[src/rtl/apb_pkg.sv]
// rtl/apb_pkg.sv - shared types, protection bits and helpers for the APB manager
package apb_pkg;

  typedef enum logic [1:0] {
    IDLE   = 2'd0,
    SETUP  = 2'd1,
    ACCESS = 2'd2,
    RESP   = 2'd3
  } apb_mgr_state_e;

  localparam logic [2:0] PROT_PRIV   = 3'b001;
  localparam logic [2:0] PROT_NONSEC = 3'b010;
  localparam logic [2:0] PROT_INSTR  = 3'b100;

  // A single peripheral still keeps one index bit so stray addresses decode as errors.
  function automatic int calc_idx_width(input int prph_num);
    return (prph_num <= 2) ? 1 : $clog2(prph_num);
  endfunction

endpackage

[src/rtl/apb_addr_decoder.sv]
// rtl/apb_addr_decoder.sv - combinational region decoder: index, one-hot select, decode error
module apb_addr_decoder
  import apb_pkg::*;
#(
  parameter int AddrWidth  = 32,
  parameter int PrphNum    = 4,
  parameter int RegionBits = 12,
  localparam int IdxW      = calc_idx_width(PrphNum)
) (
  input  logic [AddrWidth-1:0] addr,
  output logic [IdxW-1:0]      index,
  output logic [PrphNum-1:0]   selectors,
  output logic                 decodeErr
);

  logic unused_addr_bits;

  assign index            = addr[RegionBits +: IdxW];
  assign unused_addr_bits = ^addr;

  always_comb begin
    decodeErr = (int'(index) >= PrphNum);
    selectors = '0;
    for (int i = 0; i < PrphNum; i++) begin
      selectors[i] = !decodeErr && (int'(index) == i);
    end
  end

endmodule

[src/rtl/apb_multi_manager.sv]
// rtl/apb_multi_manager.sv - valid/ready to APB requester with decode, wait-state timeout and held response
module apb_multi_manager
  import apb_pkg::*;
#(
  parameter int AddrWidth     = 32,
  parameter int DataWidth     = 32,
  parameter int PrphNum       = 4,
  parameter int RegionBits    = 12,
  parameter int TimeoutCycles = 16
) (
  input  logic                           clk,
  input  logic                           nReset,
  input  logic                           reqValid,
  output logic                           reqReady,
  input  logic                           reqWrite,
  input  logic [AddrWidth-1:0]           reqAddr,
  input  logic [DataWidth-1:0]           reqWData,
  input  logic [DataWidth/8-1:0]         reqStrb,
  input  logic [2:0]                     reqProt,
  output logic                           rspValid,
  input  logic                           rspReady,
  output logic [DataWidth-1:0]           rspRData,
  output logic                           rspError,
  output logic [AddrWidth-1:0]           addr,
  output logic [2:0]                     prot,
  output logic [PrphNum-1:0]             selectors,
  output logic                           enable,
  output logic                           write,
  output logic [DataWidth-1:0]           wData,
  output logic [DataWidth/8-1:0]         strb,
  input  logic [PrphNum-1:0]             prphReady,
  input  logic [PrphNum*DataWidth-1:0]   prphRData,
  input  logic [PrphNum-1:0]             prphError
);

  localparam int IdxW = calc_idx_width(PrphNum);
  localparam int CntW = (TimeoutCycles > 1) ? $clog2(TimeoutCycles) : 1;
  localparam logic [CntW-1:0] CntLast = CntW'((TimeoutCycles > 0) ? TimeoutCycles - 1 : 0);

  apb_mgr_state_e state_q, state_d;
  logic [AddrWidth-1:0]   addr_q, addr_d;
  logic [2:0]             prot_q, prot_d;
  logic [PrphNum-1:0]     sel_q, sel_d;
  logic                   enable_q, enable_d;
  logic                   write_q, write_d;
  logic [DataWidth-1:0]   wdata_q, wdata_d;
  logic [DataWidth/8-1:0] strb_q, strb_d;
  logic [DataWidth-1:0]   rdata_q, rdata_d;
  logic                   err_q, err_d;
  logic [CntW-1:0]        cnt_q, cnt_d;

  logic [IdxW-1:0]        unused_dec_index;
  logic [PrphNum-1:0]     dec_sel;
  logic                   dec_err;
  logic                   sel_ready;
  logic                   sel_error;
  logic [DataWidth-1:0]   lane_rdata;
  logic                   timeout_hit;

  apb_addr_decoder #(
    .AddrWidth (AddrWidth),
    .PrphNum   (PrphNum),
    .RegionBits(RegionBits)
  ) u_decoder (
    .addr     (reqAddr),
    .index    (unused_dec_index),
    .selectors(dec_sel),
    .decodeErr(dec_err)
  );

  // The registered one-hot select doubles as the lane mask, so unselected lanes never leak through.
  always_comb begin
    lane_rdata = '0;
    for (int i = 0; i < PrphNum; i++) begin
      if (sel_q[i]) lane_rdata |= prphRData[i*DataWidth +: DataWidth];
    end
    sel_ready   = |(prphReady & sel_q);
    sel_error   = |(prphError & sel_q);
    timeout_hit = (TimeoutCycles > 0) && (cnt_q == CntLast);
  end

  always_comb begin
    state_d  = state_q;
    addr_d   = addr_q;
    prot_d   = prot_q;
    sel_d    = sel_q;
    enable_d = enable_q;
    write_d  = write_q;
    wdata_d  = wdata_q;
    strb_d   = strb_q;
    rdata_d  = rdata_q;
    err_d    = err_q;
    cnt_d    = cnt_q;
    case (state_q)
      IDLE: begin
        if (reqValid) begin
          addr_d  = reqAddr;
          prot_d  = reqProt;
          write_d = reqWrite;
          wdata_d = reqWData;
          strb_d  = reqWrite ? reqStrb : '0;
          if (dec_err) begin
            state_d = RESP;
            err_d   = 1'b1;
            rdata_d = '0;
          end else begin
            state_d = SETUP;
            sel_d   = dec_sel;
            cnt_d   = '0;
          end
        end
      end
      SETUP: begin
        enable_d = 1'b1;
        state_d  = ACCESS;
      end
      ACCESS: begin
        if (sel_ready) begin
          rdata_d  = (!write_q && !sel_error) ? lane_rdata : '0;
          err_d    = sel_error;
          sel_d    = '0;
          enable_d = 1'b0;
          state_d  = RESP;
        end else if (timeout_hit) begin
          rdata_d  = '0;
          err_d    = 1'b1;
          sel_d    = '0;
          enable_d = 1'b0;
          state_d  = RESP;
        end else begin
          cnt_d = cnt_q + 1'b1;
        end
      end
      RESP: begin
        if (rspReady) state_d = IDLE;
      end
      default: state_d = IDLE;
    endcase
  end

  always_ff @(posedge clk or negedge nReset) begin
    if (!nReset) begin
      state_q  <= IDLE;
      addr_q   <= '0;
      prot_q   <= '0;
      sel_q    <= '0;
      enable_q <= 1'b0;
      write_q  <= 1'b0;
      wdata_q  <= '0;
      strb_q   <= '0;
      rdata_q  <= '0;
      err_q    <= 1'b0;
      cnt_q    <= '0;
    end else begin
      state_q  <= state_d;
      addr_q   <= addr_d;
      prot_q   <= prot_d;
      sel_q    <= sel_d;
      enable_q <= enable_d;
      write_q  <= write_d;
      wdata_q  <= wdata_d;
      strb_q   <= strb_d;
      rdata_q  <= rdata_d;
      err_q    <= err_d;
      cnt_q    <= cnt_d;
    end
  end

  assign reqReady  = (state_q == IDLE);
  assign rspValid  = (state_q == RESP);
  assign rspRData  = rdata_q;
  assign rspError  = err_q;
  assign addr      = addr_q;
  assign prot      = prot_q;
  assign selectors = sel_q;
  assign enable    = enable_q;
  assign write     = write_q;
  assign wData     = wdata_q;
  assign strb      = strb_q;

endmodule

[config.mk]
export PLATFORM = sky130hd
export DESIGN_NAME = apb_multi_manager
export DESIGN_NICKNAME = d
export VERILOG_FILES = /design/src/rtl/apb_pkg.sv /design/src/rtl/apb_addr_decoder.sv /design/src/rtl/apb_multi_manager.sv
export SDC_FILE = /design/constraint.sdc
export NUM_CORES = 1
export LEC_CHECK = 0
export CAP_MARGIN = 20
export CORE_MARGIN = 10
export CORE_UTILIZATION = 38
export DETAILED_ROUTE_END_ITERATION = 8
export GPL_TIMING_DRIVEN = 0
export PLACE_DENSITY = 0.78
export SLEW_MARGIN = 10
export SYNTH_ARGS = -nofsm -noshare
export SYNTH_HDL_FRONTEND = slang
export SYNTH_HIERARCHICAL = 1
export SYNTH_SLANG_ARGS = --single-unit
[constraint.sdc]
create_clock -name clk -period 2.6 [get_ports clk]
set_input_delay 0.26 -clock clk [delete_from_list [all_inputs] [get_ports clk]]
set_output_delay 0.26 -clock clk [all_outputs]
set_load 0.01 [all_outputs]
# == Word level (Yosys, flattened, before mapping) ==
# Cells that the tools add are included.
# classes
add_sub_neg,1
eq_ne,12
n_mux,26
bitwise_logic,5
n_reduce_logical,16
# ops
operator,n
$mux W32,7
$or A32 B32 Y32,3
$mux W4,7
$pmux W4 S2,2
$and A4 B4 Y4,2
$eq A2 B2 Y1 const B,4
$mux W2,4
$pmux W2 S4,1
$reduce_or A4 Y1,2
$ne A2 B2 Y1 const B,3
$reduce_and A2 Y1,3
$reduce_and A3 Y1,2
$reduce_bool A2 Y1,3
$add A4 B1 Y4 const B,1
$eq A2 B1 Y1 const B,2
$eq A4 B4 Y1 const B,1
$logic_not A2 Y1,2
$mux W1,4
$reduce_and A4 Y1,1
$ne A3 B3 Y1 const B,1
$logic_not A1 Y1,2
$ne A2 B1 Y1 const B,1
$pmux W1 S2,1
$logic_and A1 B1 Y1,1
# totals
regBits,116
input_bits,212
out_inout_bits,112
wordCells,71

# == Depth between registers and ports, before layout ==
# Gate-level depths: netlist (run 1).
# logic_depth
ltp_word,9
depth_mapped,9
mapped_depth_nobuf,6

# == Cells and area by module ==
# Netlist (run 1), hierarchy kept.
# by_module_without_submodules
mod,instances,cells_per_inst,area_each_um2,seq_area_each_um2
apb_multi_manager,1,419,5422.7,2902.8
apb_addr_decoder,1,8,52.6,0.0

# == Least setup slack after synthesis (run 1) ==
# OpenSTA, ideal clock, no wires.
# synth_timing
kind,register -> register
start,register state_q[0]
end,"register addr_q[26], in the netlist addr[26]"
setup_time_ns,0.125
arrival_time_ns,1.806
required_time_ns,2.475
setup_slack_ns,0.669
path_stages_with_launch,7
n_path_buf,2
synth_period_minus_slack_ns,1.931
cell_sequence,dfrtp_1 inv_1 ha_1 nand2_1 buf_1 clkbuf_1 mux2_2
# synth_between
elab_chain_len,2
# synth_lines
element,line_no,source
from (decl),apb_multi_manager.sv:40,"apb_mgr_state_e state_q, state_d;"
from (signal assigned),apb_multi_manager.sv:155,state_q <= state_d;
$logic_not A2 Y1,--,
named net reqReady,apb_multi_manager.sv:14,"output logic reqReady,"
$reduce_and A2 Y1 (no source line),--,
to (signal assigned),apb_multi_manager.sv:156,addr_q <= addr_d;
to (decl),apb_multi_manager.sv:41,"logic [AddrWidth-1:0] addr_q, addr_d;"
# The timed path passes the listed nets, and every way through them passes these cells.
# A chain may end at the register's enable or synchronous reset.

# == Final worst setup path (run 1) ==
# layout_timing
start,register state_q[0]
end,"register addr_q[27], in the netlist addr[27]"
# layout_between
elab_chain_len,2
# layout_lines
element,line_no,source
$logic_not A2 Y1,apb_multi_manager.sv:94,case (state_q)
$reduce_and A2 Y1 (no source line),--,
# Every way passes these cells.

==> results.yml, run 1 <==
sta:
  fin_crit_sh_pct: 90.3
  holdWs_ns: 0.319
  maxSlewViolCount: 0
  max_freq_mhz: 426
  maxSlewHeadroom_pct: 57.8
  finalHoldViolations: 0
  skew_ns: 0.0170
  setup_tns_ns: 0
  setup_viol: 0
  period_needed_ns: 2.35
  rsz0062_at_grt: "no"
  worst_slew_pin_slew_ns: 0.632
cts:
  clock_latency_ns: 0.41
  clk_path_buf_depth: 2
  cts_made_buffers: 17
  clock-sinks: 116
  cts-htree-levels: 4
  cts_root_buffer: "clkbuf_16"
  path_clk_slew_ns: 0.05
  cts_tree: "yes"
power_and_ir_drop:
  power_density_mw_per_mm2: 1120
  fin_total_pwr_mw: 10.7
  cellLeakagePower_nw: 3.88
  peakVddDrop_v: 0.000763
floorplanning:
  chipHeight_um: 140
  dieArea_mm2: 0.0196
  floorplan.initialDensity_pct: 39.0
  coreArea_mm2: 0.0140
  die_w_um: 140
  rows: 43
  io_pins: 324
drt:
  wl_per_cell_um: 22.8
  drt_first_pass_iters: 6
  drt_iter0_drc: 205
  ant_nets: 0
  vias: 5101
  via_per_inst: 5.30
  drt_wl_total_mm: 21.9
  drc: 0
worst_setup_path:
  cp-start-kind: "register"
  crit_path_end_kind: "register"
  worst_ep_arrival_time_ns: 2.64
  slowest_delay_ns: 0.48
  required_ns: 2.89
  crit_type: "register to register"
  crit_chain: "inv_1 > ha_1 > nand2_1 > buf_1 > clkbuf_1 > mux2_2"
  critPathMaxFanout: 10
  critPathSlowestCell: "buf_1"
synth:
  synth.net_count: 641
  yosys_warnings: 6
  synth_area_per_cell_um2: 12.8
  syn_area_mm2: 0.00546
  syn_inst: 425
global_routing:
  busiest_layer: "met2"
  track_usage_pct: 21.6
  grt_pass1_vias: 5446
  grt_max_degree: 85
  grt_first_pass_wirelength_mm: 32.9
  grt_use_met2_pct: 39.2
  grt_overflow: 0
  grt_use_met3_pct: 6.84
  antenna_found_initial: 0
  grt_util_met1_pct: 23.5
min_path:
  hold_class: "input port to async pin"
place:
  place.gp.congestion: 0.876
  portBuffers: 323
  hpwl_mm: 17.6
  dpl_cell_area_mm2: 0.00895
cells_and_area:
  area_delta_synth_final_pct: 75.3
  num_antenna_cells: 0
  fill_cells: 1030
  drive_above_1_share_pct: 19.6
  nNetsFinal: 985
  stdcell_area_mm2: 0.00957
outcome:
  outcome: "complete, no violations"
job:
  maxCapViolCount: 0
-- metrics by stage --
| step | worst slack [ns] | cells | util (%) |
|---|---|---|---|
| floorplan | 0.669 | 425 | - |
| global placement | -3.05 | 928 | 63.8 |
| detailed placement | 0.235 | 929 | 64.0 |
| CTS | 0.188 | 962 | 68.4 |
| global route | 0.0596 | 962 | 68.4 |
| finish | 0.251 | 962 | 68.4 |
-- routing by layer --
metal  wire (um)  up-vias
met5           0        -
met4         357        0
met3        1500       22
met2       12100      205
met1        8020     2540
li1            -     2334
-- power breakdown --
part	leakage, nW	internal [mW]	switching, mW
Clock	0.304	1.61	0.781
Sequential	1.45	2.54	0.397
Combinational	2.13	2.78	2.58
Total	3.88	6.92	3.76
-- worst max-delay path: cells and delay by family (launching register included) --
family	cells	cell delay [ns]
adders and majority gates	1	0.29
buffers and inverters	3	0.94
DFF	1	0.38
muxes	1	0.39
and+or+nand+nor	1	0.24
-- final timing paths --
check / depth (start not counted) / slack (ns) / from / endpoint
setup reg to reg: 6 / 0.25 / state_q[0] / addr[27]
setup / recovery: 6 / 0.25 / state_q[0] / addr[27]
hold reg to reg: 1 / 0.50 / addr[7] / addr[7]
min in group clk: 3 / 0.43 / reqStrb[1] / strb[1]
hold / removal: 2 / 0.32 / nReset / wData[24]
max in group asynchronous: 3 / 1.57 / nReset / rspError
-- registers in the layout, summed over array words and instances, names as in the netlist --
name       count
addr          32
cnt_q          4
enable         1
prot           3
rspError       1
rspRData      32
selectors      4
state_q        2
strb           4
wData         32
write          1
-- timing repair --
item,in CTS,in global routing
resized for setup,0,0
hold endpoints to repair,32,0
buffers inserted,0,0
hold buffers,1,0
-- cell type report --
class / instances / area [um^2] / area share (%)
Timing Repair Buffer: 325 / 3270 / 34.2
Sequential cell: 116 / 2900 / 30.3
Multi-Input combinational cell: 264 / 2330 / 24.4
Clock buffer: 24 / 492 / 5.14
Tap cell: 180 / 225 / 2.35
Buffer: 40 / 208 / 2.17
Clock inverter: 8 / 123 / 1.28
Inverter: 5 / 18.8 / 0.196
-- placed cells by master, fill, tap and decap left out, types with 4 or more instances in the layout --
cell type	n
a221oi_1	32
a22o_1	37
buf_1	4
buf_2	10
buf_6	6
clkbuf_1	22
clkbuf_16	17
clkbuf_8	4
clkdlybuf4s50_1	322
dfrtp_1	116
ha_1	4
inv_1	5
mux2_2	69
nand2_1	17
nand3_1	6
o21ai_0	36
o31ai_2	30
Power figures use the tool's default switching activity.
==> inputs of run 2 (changes only) <==
--- a/config.mk
+++ b/config.mk
@@ -6,11 +6,11 @@
 export NUM_CORES = 1
 export LEC_CHECK = 0
 export CAP_MARGIN = 20
-export CORE_MARGIN = 10
-export CORE_UTILIZATION = 38
+export CORE_AREA = 2 2 127 129
 export DETAILED_ROUTE_END_ITERATION = 8
+export DIE_AREA = 0 0 129 131
 export GPL_TIMING_DRIVEN = 0
-export PLACE_DENSITY = 0.78
+export PLACE_DENSITY = 0.73
 export SLEW_MARGIN = 10
 export SYNTH_ARGS = -nofsm -noshare
 export SYNTH_HDL_FRONTEND = slang
==> run 2 against run 1 <==
Compared with the run above: clock power up 6%; worst setup slack improved by 0.094 ns; register-to-register slack improved by 0.09 ns; clock skew shrank 0.0080 ns; flip-flop and latch count did not move; clock-buffer cell count unchanged; largest power group unchanged.
==> results.yml, run 2 (synthesis gave the netlist of run 1 again) <==
outcome:
  outcome: "complete, no violations"
place:
  dp.cells: 965
  portBuffers: 323
  place.gp.congestion: 0.876
  hpwl_mm: 14.8
floorplanning:
  chipHeight_um: 131
  floorplan.initialDensity_pct: 35.0
  io_pins: 324
  dieArea_mm2: 0.0169
  rows: 46
  die_w_um: 129
  coreArea_mm2: 0.0156
min_path:
  hold_class: "input port to async pin"
cells_and_area:
  fill_cells: 1232
  num_antenna_cells: 0
  final_common_cell: "clkdlybuf4s50_1"
  final_cells: 997
  drive_above_1_share_pct: 19.7
  area_delta_synth_final_pct: 76.8
  nNetsFinal: 985
  layout_common_cells: "clkdlybuf4s50_1 (322), dfrtp_1 (116), mux2_2 (69)"
drt:
  ant_nets: 0
  wl_per_cell_um: 19.0
  vias: 5046
  drt_first_pass_iters: 5
  drt_iter0_drc: 216
  via_per_inst: 5.06
  drc: 0
  drt_wl_total_mm: 18.9
cts:
  path_clk_slew_ns: 0.05
  clock-sinks: 116
  clock_latency_ns: 0.41
  cts_made_buffers: 17
  clk_path_buf_depth: 2
  cts_resized: 0
  cts_root_buffer: "clkbuf_16"
  cts-htree-levels: 4
  cts_tree: "yes"
sta:
  maxSlewHeadroom_pct: 60.7
  maxSlewViolCount: 0
  finalHoldViolations: 0
  setup_viol: 0
  holdWs_ns: 0.367
  worst_slew_pin_slew_ns: 0.590
  fin_crit_sh_pct: 86.7
  skew_ns: 0.00896
  period_needed_ns: 2.25
  setup_tns_ns: 0
  rsz0062_at_grt: "no"
  max_freq_mhz: 444
power_and_ir_drop:
  peakVddDrop_v: 0.000830
  power_density_mw_per_mm2: 1110
  cellLeakagePower_nw: 3.90
worst_setup_path:
  critPathMaxFanout: 10
  worst_ep_arrival_time_ns: 2.54
  ff2ff_path_depth: 6
  crit_path_end_kind: "register"
  cp-start-kind: "register"
  required_ns: 2.89
  crit_start: "state_q[0]"
  r2r_slack_ns: 0.35
  crit_type: "register to register"
  timing.rr.start: "state_q[0]"
job:
  maxCapViolCount: 0
global_routing:
  grt_first_pass_wirelength_mm: 27.8
  grt_max_degree: 69
  grt_pass1_vias: 5212
  track_usage_pct: 21.7
  grt_overflow: 0
  antenna_found_initial: 0
==> run 2: cell types whose count changed in the layout (fill, tap and decap cells not counted), moves of 2 or more <==
cell,change
clkbuf_1,-2
clkbuf_8,+2
clkinv_2,-2
clkinv_4,-2
==> run 2: metal layers <==
layer | vias to the layer above | share of wire [%] | global-route usage [%]
li1 | 2330 | - | -
met1 | 2499 | 37 | 24.9
met2 | 187 | 54 | 39.0
met3 | 30 | 6.4 | 6.19
met4 | 0 | 2.1 | 7.23
met5 | - | 0 | 0
==> run 2: worst max-delay path, cell delays in order, from the launching register on <==
cell	delay [ns]
dfrtp_1	0.37
inv_1	0.07
ha_1	0.29
nand2_1	0.21
buf_1	0.46
clkbuf_1	0.35
mux2_2	0.38
==> run 2: repair_timing <==
item | in CTS | in global routing
endpoints found under the hold margin | 48 | 0
setup endpoints to repair | 0 | 0
buffers inserted | 0 | 0
hold buffers | 1 | 0
==> run 2: worst paths after layout <==
path / end
min in group clk: strb[1]
worst max register to register: addr[26]
worst max-delay path: addr[26]
worst min register to register: strb[1]
worst min-delay path: addr[3]
max in group asynchronous: addr[11]
==> run 2: final cells by class <==
type,count,area (um^2),share of cell area (%)
Sequential cell,116,2900,30.1
Inverter,5,18.8,0.194
Multi-Input combinational cell,264,2330,24.1
Timing Repair Buffer,325,3270,33.9
Tap cell,216,270,2.80
Buffer,40,208,2.15
Clock buffer,24,512,5.30
Clock inverter,7,141,1.46
==> run 2: metrics by stage <==
stage / cell area (um^2) / setup slack (ns) / utilization (%) / power, mW
CTS: 9660 / 0.294 / 61.9 / 10.8
global route: 9660 / 0.0712 / 61.9 / 11.4
detailed placement: 8990 / 0.293 / 57.7 / 8.24
global placement: 8960 / -3.04 / 57.5 / 8.07
finish: 9660 / 0.346 / 61.9 / 10.7
floorplan: 5460 / 0.669 / - / 5.65
==> run 2: where the power goes <==
part           internal [mW]  switching, mW
clock network           1.75          0.790
registers               2.54          0.393
logic                   2.78           2.49
total                   7.06           3.67
